--- config.mk ---
export PLATFORM = sky130hd
export DESIGN_NAME = parallel_data_receiver
export DESIGN_NICKNAME = d
export VERILOG_FILES = /design/src/rtl/pdr_pkg.sv /design/src/rtl/sync_2ff.sv /design/src/rtl/parallel_data_receiver.sv
export SDC_FILE = /design/constraint.sdc
export NUM_CORES = 1
export LEC_CHECK = 0
export CORE_ASPECT_RATIO = 1.75
export CORE_MARGIN = 2
export CORE_UTILIZATION = 53
export DETAILED_ROUTE_END_ITERATION = 12
export GPL_TIMING_DRIVEN = 0
export PLACE_DENSITY = 0.77
export SYNTH_ARGS = -nofsm -noshare
export SYNTH_HDL_FRONTEND = slang
export SYNTH_SLANG_ARGS = --single-unit
--- constraint.sdc ---
create_clock -name clk -period 3.5 [get_ports clk]
set_input_delay 0.875 -clock clk [delete_from_list [all_inputs] [get_ports clk]]
set_output_delay 0.875 -clock clk [all_outputs]
set_load 0.005 [all_outputs]
--- src/rtl/pdr_pkg.sv ---
// Shared types and default sizing for the parallel data receiver.
package pdr_pkg;

  localparam int PDR_WIDTH = 4;
  localparam int PDR_DEPTH = 4;

  typedef enum logic [1:0] {
    IDLE    = 2'd0,
    CAPTURE = 2'd1,
    ACK     = 2'd2
  } pdr_state_e;

endpackage

--- src/rtl/sync_2ff.sv ---
// Two-flop synchronizer for a single asynchronous control bit.
module sync_2ff (
  input  logic clk,
  input  logic rst,
  input  logic d,
  output logic q
);

  logic meta;

  always_ff @(posedge clk) begin
    if (rst) begin
      meta <= 1'b0;
      q    <= 1'b0;
    end else begin
      meta <= d;
      q    <= meta;
    end
  end

endmodule

--- src/rtl/parallel_data_receiver.sv ---
// 4-phase bundled-data receiver feeding a first-word-fall-through buffer.
// Optional even-parity check on captured words when PDR_PARITY_EN is defined.
module parallel_data_receiver
  import pdr_pkg::*;
#(
  parameter int WIDTH = PDR_WIDTH,
  parameter int DEPTH = PDR_DEPTH
) (
  input  logic                     clk,
  input  logic                     rst,
  input  logic                     req_in,
  input  logic [WIDTH-1:0]         data_in,
`ifdef PDR_PARITY_EN
  input  logic                     parity_in,
  output logic                     parity_err,
`endif
  output logic                     ack_out,
  input  logic                     rd_en,
  output logic [WIDTH-1:0]         data_out,
  output logic                     valid_out,
  output logic [$clog2(DEPTH):0]   count,
  output logic                     underflow
);

  localparam int PW = $clog2(DEPTH);
  localparam int CW = PW + 1;
  localparam logic [CW-1:0] FULL_COUNT = CW'(DEPTH);

  logic             req_s;
  pdr_state_e       state, state_next;
  logic             capture;
  logic             parity_ok;
  logic             do_write, do_pop;
  logic [PW-1:0]    wr_ptr, rd_ptr;
  logic [WIDTH-1:0] mem [DEPTH];
  logic [WIDTH-1:0] last_word;

  sync_2ff u_sync (
    .clk (clk),
    .rst (rst),
    .d   (req_in),
    .q   (req_s)
  );

`ifdef PDR_PARITY_EN
  assign parity_ok = (parity_in == ^data_in);
`else
  assign parity_ok = 1'b1;
`endif

  // The full check uses the pre-edge count, so a pop on the same edge only unblocks next cycle.
  always_comb begin
    state_next = state;
    capture    = 1'b0;
    case (state)
      IDLE:    if (req_s && (count != FULL_COUNT)) state_next = CAPTURE;
      CAPTURE: begin
        capture    = 1'b1;
        state_next = ACK;
      end
      ACK:     if (!req_s) state_next = IDLE;
      default: state_next = IDLE;
    endcase
  end

  assign do_write  = capture && parity_ok && (count != FULL_COUNT);
  assign do_pop    = rd_en && (count != '0);
  assign valid_out = (count != '0);
  assign data_out  = valid_out ? mem[rd_ptr] : last_word;

  always_ff @(posedge clk) begin
    if (rst) begin
      state   <= IDLE;
      ack_out <= 1'b0;
    end else begin
      state   <= state_next;
      ack_out <= (state_next == ACK);
    end
  end

  always_ff @(posedge clk) begin
    if (do_write) mem[wr_ptr] <= data_in;
  end

  // last_word keeps the most recently popped word visible once the buffer drains.
  always_ff @(posedge clk) begin
    if (rst) begin
      wr_ptr    <= '0;
      rd_ptr    <= '0;
      count     <= '0;
      last_word <= '0;
      underflow <= 1'b0;
    end else begin
      if (do_write) wr_ptr <= wr_ptr + PW'(1);
      if (do_pop) begin
        rd_ptr    <= rd_ptr + PW'(1);
        last_word <= mem[rd_ptr];
      end
      case ({do_write, do_pop})
        2'b10:   count <= count + CW'(1);
        2'b01:   count <= count - CW'(1);
        default: count <= count;
      endcase
      if (rd_en && (count == '0)) underflow <= 1'b1;
    end
  end

`ifdef PDR_PARITY_EN
  always_ff @(posedge clk) begin
    if (rst) parity_err <= 1'b0;
    else     parity_err <= capture && !parity_ok;
  end
`endif

endmodule

==> impl_metrics.json, run 1 <==
{
  "finalSetupViolCount": 0,
  "cp_max_fo": 4,
  "setup_tns_ns": 0,
  "status": "finished, final reports clean",
  "postCtsSetupRepairBufs": 0,
  "grt_pass1_wl_um": 4181,
  "cp.arrival_ns": 2.02,
  "synth.top_cell.area_share_pct": 33.25,
  "synth_top_area_cell": "edfxtp_1",
  "end_kind": "output port",
  "rsz0062_at_grt": "no",
  "clock_latency_ns": 0.28,
  "cp-endpoint": "data_out[0]",
  "slew_violations": 0,
  "final.setup.worst_slack_ns": 0.6089,
  "maxCapViolCount": 0,
  "critical_path_required_ns": 2.62,
  "drive_gt1_share_pct": 15.04,
  "area_delta_synth_final_pct": 21.56,
  "drc": 0,
  "final_cells": 160,
  "crit_chain": "mux4_2 -> mux2_2 -> clkdlybuf4s50_1",
  "start_util_pct": 54.35,
  "post_dp_cell_area_um2": 1639,
  "ys_seq_area_share_pct": 59.57,
  "yosysWarnings": 0,
  "overflow": 0,
  "h-tree-depth": 2,
  "syn-instance-count": 109,
  "die-area_um2": 3177,
  "hold_viol_final": 0,
  "cp_slowest_stage_delay_ns": 0.55,
  "hold_path_class": "reg2reg",
  "power.density_cell_area_nw_per_um2": 583.0,
  "r2r-start": "count[2]",
  "finalWirelength_um": 2414,
  "clkSinkCount": 35,
  "clock_path_buffers": 2,
  "die_x_um": 43.47,
  "cts.repair.resized": 0,
  "critPathTopFamily": "multiplexers",
  "ys_seq_elements": 35,
  "grt_usage_pct": 18.56,
  "min_from": "u_sync.meta",
  "drt-initial-drc-count": 22,
  "cts_root_buf": "clkbuf_8",
  "postSynthAreaPerCell_um2": 13.26,
  "die_y_um": 73.08,
  "cp-start-kind": "register",
  "power.leakage_nw": 0.6750,
  "holdWs_ns": 0.4550,
  "crit_cells": 3,
  "antenna_found_initial": 0,
  "slew-limit-headroom_pct": 69.57,
  "routedWlPerCell_um": 15.09,
  "clk_pin_slew_worst_paths_ns": 0.07,
  "synth.net_count": 123,
  "final_area_um2": 1757,
  "reg2reg_slack_ns": 1.15,
  "vias": 879,
  "finClkSkew_ns": 0.006274,
  "n_antenna_cell": 0,
  "worst_pin_slew_ns": 0.4540,
  "max_freq_mhz": 345.9,
  "first_pass_iters": 4,
  "worst_path_max_delay_cell": "mux4_2",
  "rows": 25,
  "ys_types": 27,
  "synthesis.area_um2": 1445,
  "worst-path-buf-inv": 1,
  "r2r_cells": 9,
  "dp_hpwl_um": 1829,
  "cts-buffers-inserted": 5,
  "viasPerCell": 5.494,
  "ant_nets": 0,
  "pre_cts_slack_ns": 0.5178,
  "min_period_ns": 2.891,
  "path_class": "reg2out",
  "core-area_um2": 2659,
  "cts.hold.buffers_added": 0,
  "place_inst": 152,
  "synth.area.top_cells": "edfxtp_1 (33%), dfxtp_1 (26%), mux4_2 (6.2%)",
  "min_period_over_period_pct": 82.60,
  "cts_tree": "built",
  "ioPinCount": 18,
  "routabilityCongestion": 0.7417,
  "p_total_mw": 1.024,
  "r2r-end": "count[2]",
  "ir_worst_vdd_mv": 0.3535,
  "port_buffers": 16,
  "nNetsFinal": 146,
  "grt_max_degree": 12,
  "grt_pass1_vias": 960,
  "final_core_util_pct": 66.07
}
## registers in the layout (all words and copies together), names as in the netlist, named ones only
signal and count:
mem 16, last_word 4, count 3, rd_ptr 2, state 2, wr_ptr 2, ack_out 1, u_sync.meta 1
u_sync.q 1, underflow 1
## final cells by class
cell class	instances	area, µm²
fill	196	902.1
sequential	35	860.8
multi-input combinational	63	535.5
timing repair buffer	16	160.2
clock buffer	6	82.58
clock inverter	2	35.03
tap	27	33.78
inverter	8	30.03
buffer	3	18.77
## cell usage after synthesis
cell,count
a21oi_1,7
and3_1,4
buf_6,1
clkbuf_1,2
dfxtp_1,19
edfxtp_1,16
fa_1,1
ha_1,5
inv_1,8
mux2_2,4
mux2i_1,4
mux4_2,4
nand2b_1,2
nand3_1,2
nand3b_1,1
nor2_1,12
nor2b_1,3
nor3_2,1
nor3b_2,1
nor4_1,1
o21ai_0,2
o21ai_1,1
o311ai_1,1
o31ai_4,1
or3_1,1
or3b_1,1
xor2_1,4
## worst min path at each step
| stage | endpoint | cells past startpoint |
|---|---|---|
| 4_1_cts | u_sync.q | 1 |
| 6_report | u_sync.q | 1 |
| 3_3_place_gp | u_sync.q | 1 |
| 2_1_floorplan | u_sync.q | 1 |
| 5_1_grt | u_sync.q | 1 |
| 3_5_place_dp | u_sync.q | 1 |
## cells in the final DEF (no fill, tap or decap)
master,n
a21oi_1,7
and3_1,4
buf_6,1
bufinv_16,1
clkbuf_1,2
clkbuf_8,6
clkdlybuf4s50_1,16
clkinv_2,1
dfxtp_1,19
edfxtp_1,16
fa_1,1
ha_1,5
inv_1,8
mux2_2,4
mux2i_1,4
mux4_2,4
nand2b_1,2
nand3_1,2
nand3b_1,1
nor2_1,12
nor2b_1,3
nor3_2,1
nor3b_2,1
nor4_1,1
o21ai_0,2
o21ai_1,1
o311ai_1,1
o31ai_4,1
or3_1,1
or3b_1,1
xor2_1,4
## routing by layer
layer | routed length [µm] | track usage (%) | share of wire [%]
met4 | 30 | 10.10 | 1.2
met5 | 0 | 0 | 0
met1 | 891 | 18.94 | 37
met3 | 73 | 5.941 | 3.0
met2 | 1419 | 32.50 | 59
## cells by family after synthesis
family / after synthesis / share of synthesized area, %
AND/OR/NAND/NOR: 29 / 11.26
XOR/XNOR: 4 / 2.424
flip-flops: 35 / 59.57
multiplexers: 12 / 12.12
AO/OA/AOI/OAI: 12 / 5.541
buffers and inverters: 11 / 3.377
adder cells (fa/ha/maj): 6 / 5.714
## worst register-to-register path, stage by stage, from the launching register on
cell     delay (ns)
dfxtp_1        0.55
nor3b_2        0.37
nor2_1         0.09
inv_1          0.06
ha_1           0.18
inv_1          0.06
fa_1           0.37
xor2_1         0.16
or3_1          0.30
a21oi_1        0.14
## power breakdown
part           internal (mW)  switching [mW]  leakage [nW]  total, mW
combinational          0.110          0.0770         0.315      0.187
clock                  0.230           0.140        0.0612      0.370
sequential             0.448          0.0195         0.299      0.467
Note: power is estimated with default switching activity, not from simulation.
==> run 2: changes to the inputs <==
clock period = 2.9 ns   (was 3.5 ns; I/O delays follow)
==> results of run 2 <==
The final DEF is identical to that of run 1. Status: finished, final reports clean.
Among the figures that moved: setup slack after placement 0.5178 ns -> 0.06785 ns; setup slack after layout 0.6089 ns -> 0.1589 ns; register-to-register setup slack 1.15 ns -> 0.55 ns; total power 1.024 mW -> 1.236 mW; worst IR drop on VDD 0.3535 mV -> 0.4267 mV
==> run 3: changes to the inputs <==
CELL_PAD_IN_SITES_DETAIL_PLACEMENT = 0   (was not set)
CELL_PAD_IN_SITES_GLOBAL_PLACEMENT = 1   (was not set)
CORE_MARGIN = not set   (was 2)
CORE_UTILIZATION = 44   (was 53)
HOLD_SLACK_MARGIN = 0.05   (was not set)
PLACE_DENSITY = not set   (was 0.77)
PLACE_DENSITY_LB_ADDON = 0.1   (was not set)
==> run 3 against run 2 <==
Clock-buffer cell count is 1 higher. Sequential share of layout area rose by 0.17 points. First-iteration DRC count decreased by 23%.
==> impl_metrics.json, run 3 (same netlist as run 1, synthesis figures left out) <==
{
  "die_y_um": 77.82,
  "final_area_um2": 1750,
  "grt_max_degree": 12,
  "multi_input_area_um2": 535.5,
  "hold_viol_final": 0,
  "path_class": "reg2out",
  "routedWlPerCell_um": 14.23,
  "most-common-layout-cells": "dfxtp_1 (19), clkdlybuf4s50_1 (16), edfxtp_1 (16), nor2_1 (12), inv_1 (8)",
  "overflow": 0,
  "first_pass_iters": 4,
  "slew-limit-headroom_pct": 62.64,
  "clock_path_buffers": 2,
  "cp.arrival_ns": 2.07,
  "seqPwrFrac_pct": 49.1,
  "drc": 0,
  "ioPinCount": 18,
  "finClkSkew_ns": 0.004778,
  "nNetsFinal": 146,
  "hold_path_class": "reg2reg",
  "start_util_pct": 46.00,
  "grt_usage_pct": 17.12,
  "final.setup.worst_slack_ns": 0.1046,
  "status": "finished, final reports clean",
  "h-tree-depth": 2,
  "min_period_over_period_pct": 96.39,
  "power.density_cell_area_nw_per_um2": 654.9,
  "grt_pass1_vias": 898,
  "cp-start-kind": "register",
  "fillers": 280,
  "clock_latency_ns": 0.29,
  "clkPwrFrac_pct": 31.3,
  "die-area_um2": 3527,
  "rows": 27,
  "maxCapViolCount": 0,
  "dp_hpwl_um": 1844,
  "finalSetupViolCount": 0,
  "antenna_found_initial": 0,
  "setup_tns_ns": 0,
  "cts-buffers-inserted": 5,
  "pre_cts_slack_ns": 0.06382,
  "clkSinkCount": 35,
  "core-area_um2": 3142,
  "power.leakage_nw": 0.6620,
  "layout_commonest_cell": "dfxtp_1",
  "internal_power_uw": 864.4,
  "area_delta_synth_final_pct": 21.13,
  "p_total_mw": 1.146,
  "die_x_um": 45.32,
  "critical_path_required_ns": 2.17,
  "end_kind": "output port",
  "seqCellArea_um2": 860.8,
  "finalWirelength_um": 2504,
  "cts_root_buf": "clkbuf_8",
  "postCtsSetupRepairBufs": 0,
  "largest_reg_flops": 16,
  "viasPerCell": 5.063,
  "grt_pass1_wl_um": 4050,
  "slew_violations": 0,
  "regMostFlops": "mem",
  "post_dp_cell_area_um2": 1659,
  "clk_pin_slew_worst_paths_ns": 0.06,
  "p_comb_share_pct": 19.6,
  "cts.repair.resized": 0,
  "port_buffers": 16,
  "ant_nets": 0,
  "swShare_pct": 24.60,
  "ir_worst_vdd_mv": 0.3470,
  "vias": 891,
  "max_freq_mhz": 357.7,
  "rsz0062_at_grt": "no",
  "cp_max_fo": 7,
  "n_antenna_cell": 0,
  "worst_pin_slew_ns": 0.5574,
  "drive_gt1_share_pct": 14.29,
  "min_period_ns": 2.795,
  "largestRegisters": "mem x16, last_word x4, count x3",
  "cts.hold.buffers_added": 0,
  "p_sw_uw": 281.9,
  "routabilityCongestion": 0.6524,
  "cts_tree": "built",
  "drt-initial-drc-count": 17
}
run 3: metrics by stage:
stage	hold slack [ns]	utilization, %	cells
2_1_floorplan	0.4138	-	109
3_3_place_gp	0.4305	52.81	168
3_5_place_dp	0.4372	52.81	168
4_1_cts	0.4527	55.71	176
5_1_grt	0.4721	55.71	176
6_report	0.4468	55.71	176
run 3: layer usage:
| metal | GRT usage (%) | wire length [µm] |
|---|---|---|
| met5 | 0 | 0 |
| met4 | 9.091 | 70 |
| met3 | 6.279 | 99 |
| met2 | 30.87 | 1471 |
| met1 | 15.23 | 862 |
run 3: final timing paths:
check         startpoint     endpoint  slack (ns)  cells past startpoint
max             count[0]  data_out[2]        0.10                      4
min          u_sync.meta     u_sync.q        0.45                      1
max reg2reg     count[2]     count[2]        0.60                      9
min reg2reg  u_sync.meta     u_sync.q        0.45                      1
run 3: area by class of cell:
class	instances	area share, %
well taps	43	3.074
multi-input cells	63	30.59
repair buffers	16	9.149
inverters	8	1.716
flip-flops and latches	35	49.18
clock buffers	7	4.932
clock inverters	1	0.2859
plain buffers	3	1.072
run 3: critical path, cell delays in order (launching register included):
cell,delay (ns)
dfxtp_1,0.32
buf_6,0.14
nor3_2,0.49
mux2_2,0.40
clkdlybuf4s50_1,0.44
run 3: power groups by stage:
stage | sequential [mW] | combinational (mW) | clock [mW]
after CTS | 0.564 | 0.230 | 0.368
after global placement | 0.574 | 0.224 | 0
after floorplan | 0.571 | 0.136 | 0
after detailed placement | 0.575 | 0.229 | 0
final | 0.563 | 0.225 | 0.358
after global routing | 0.568 | 0.251 | 0.390
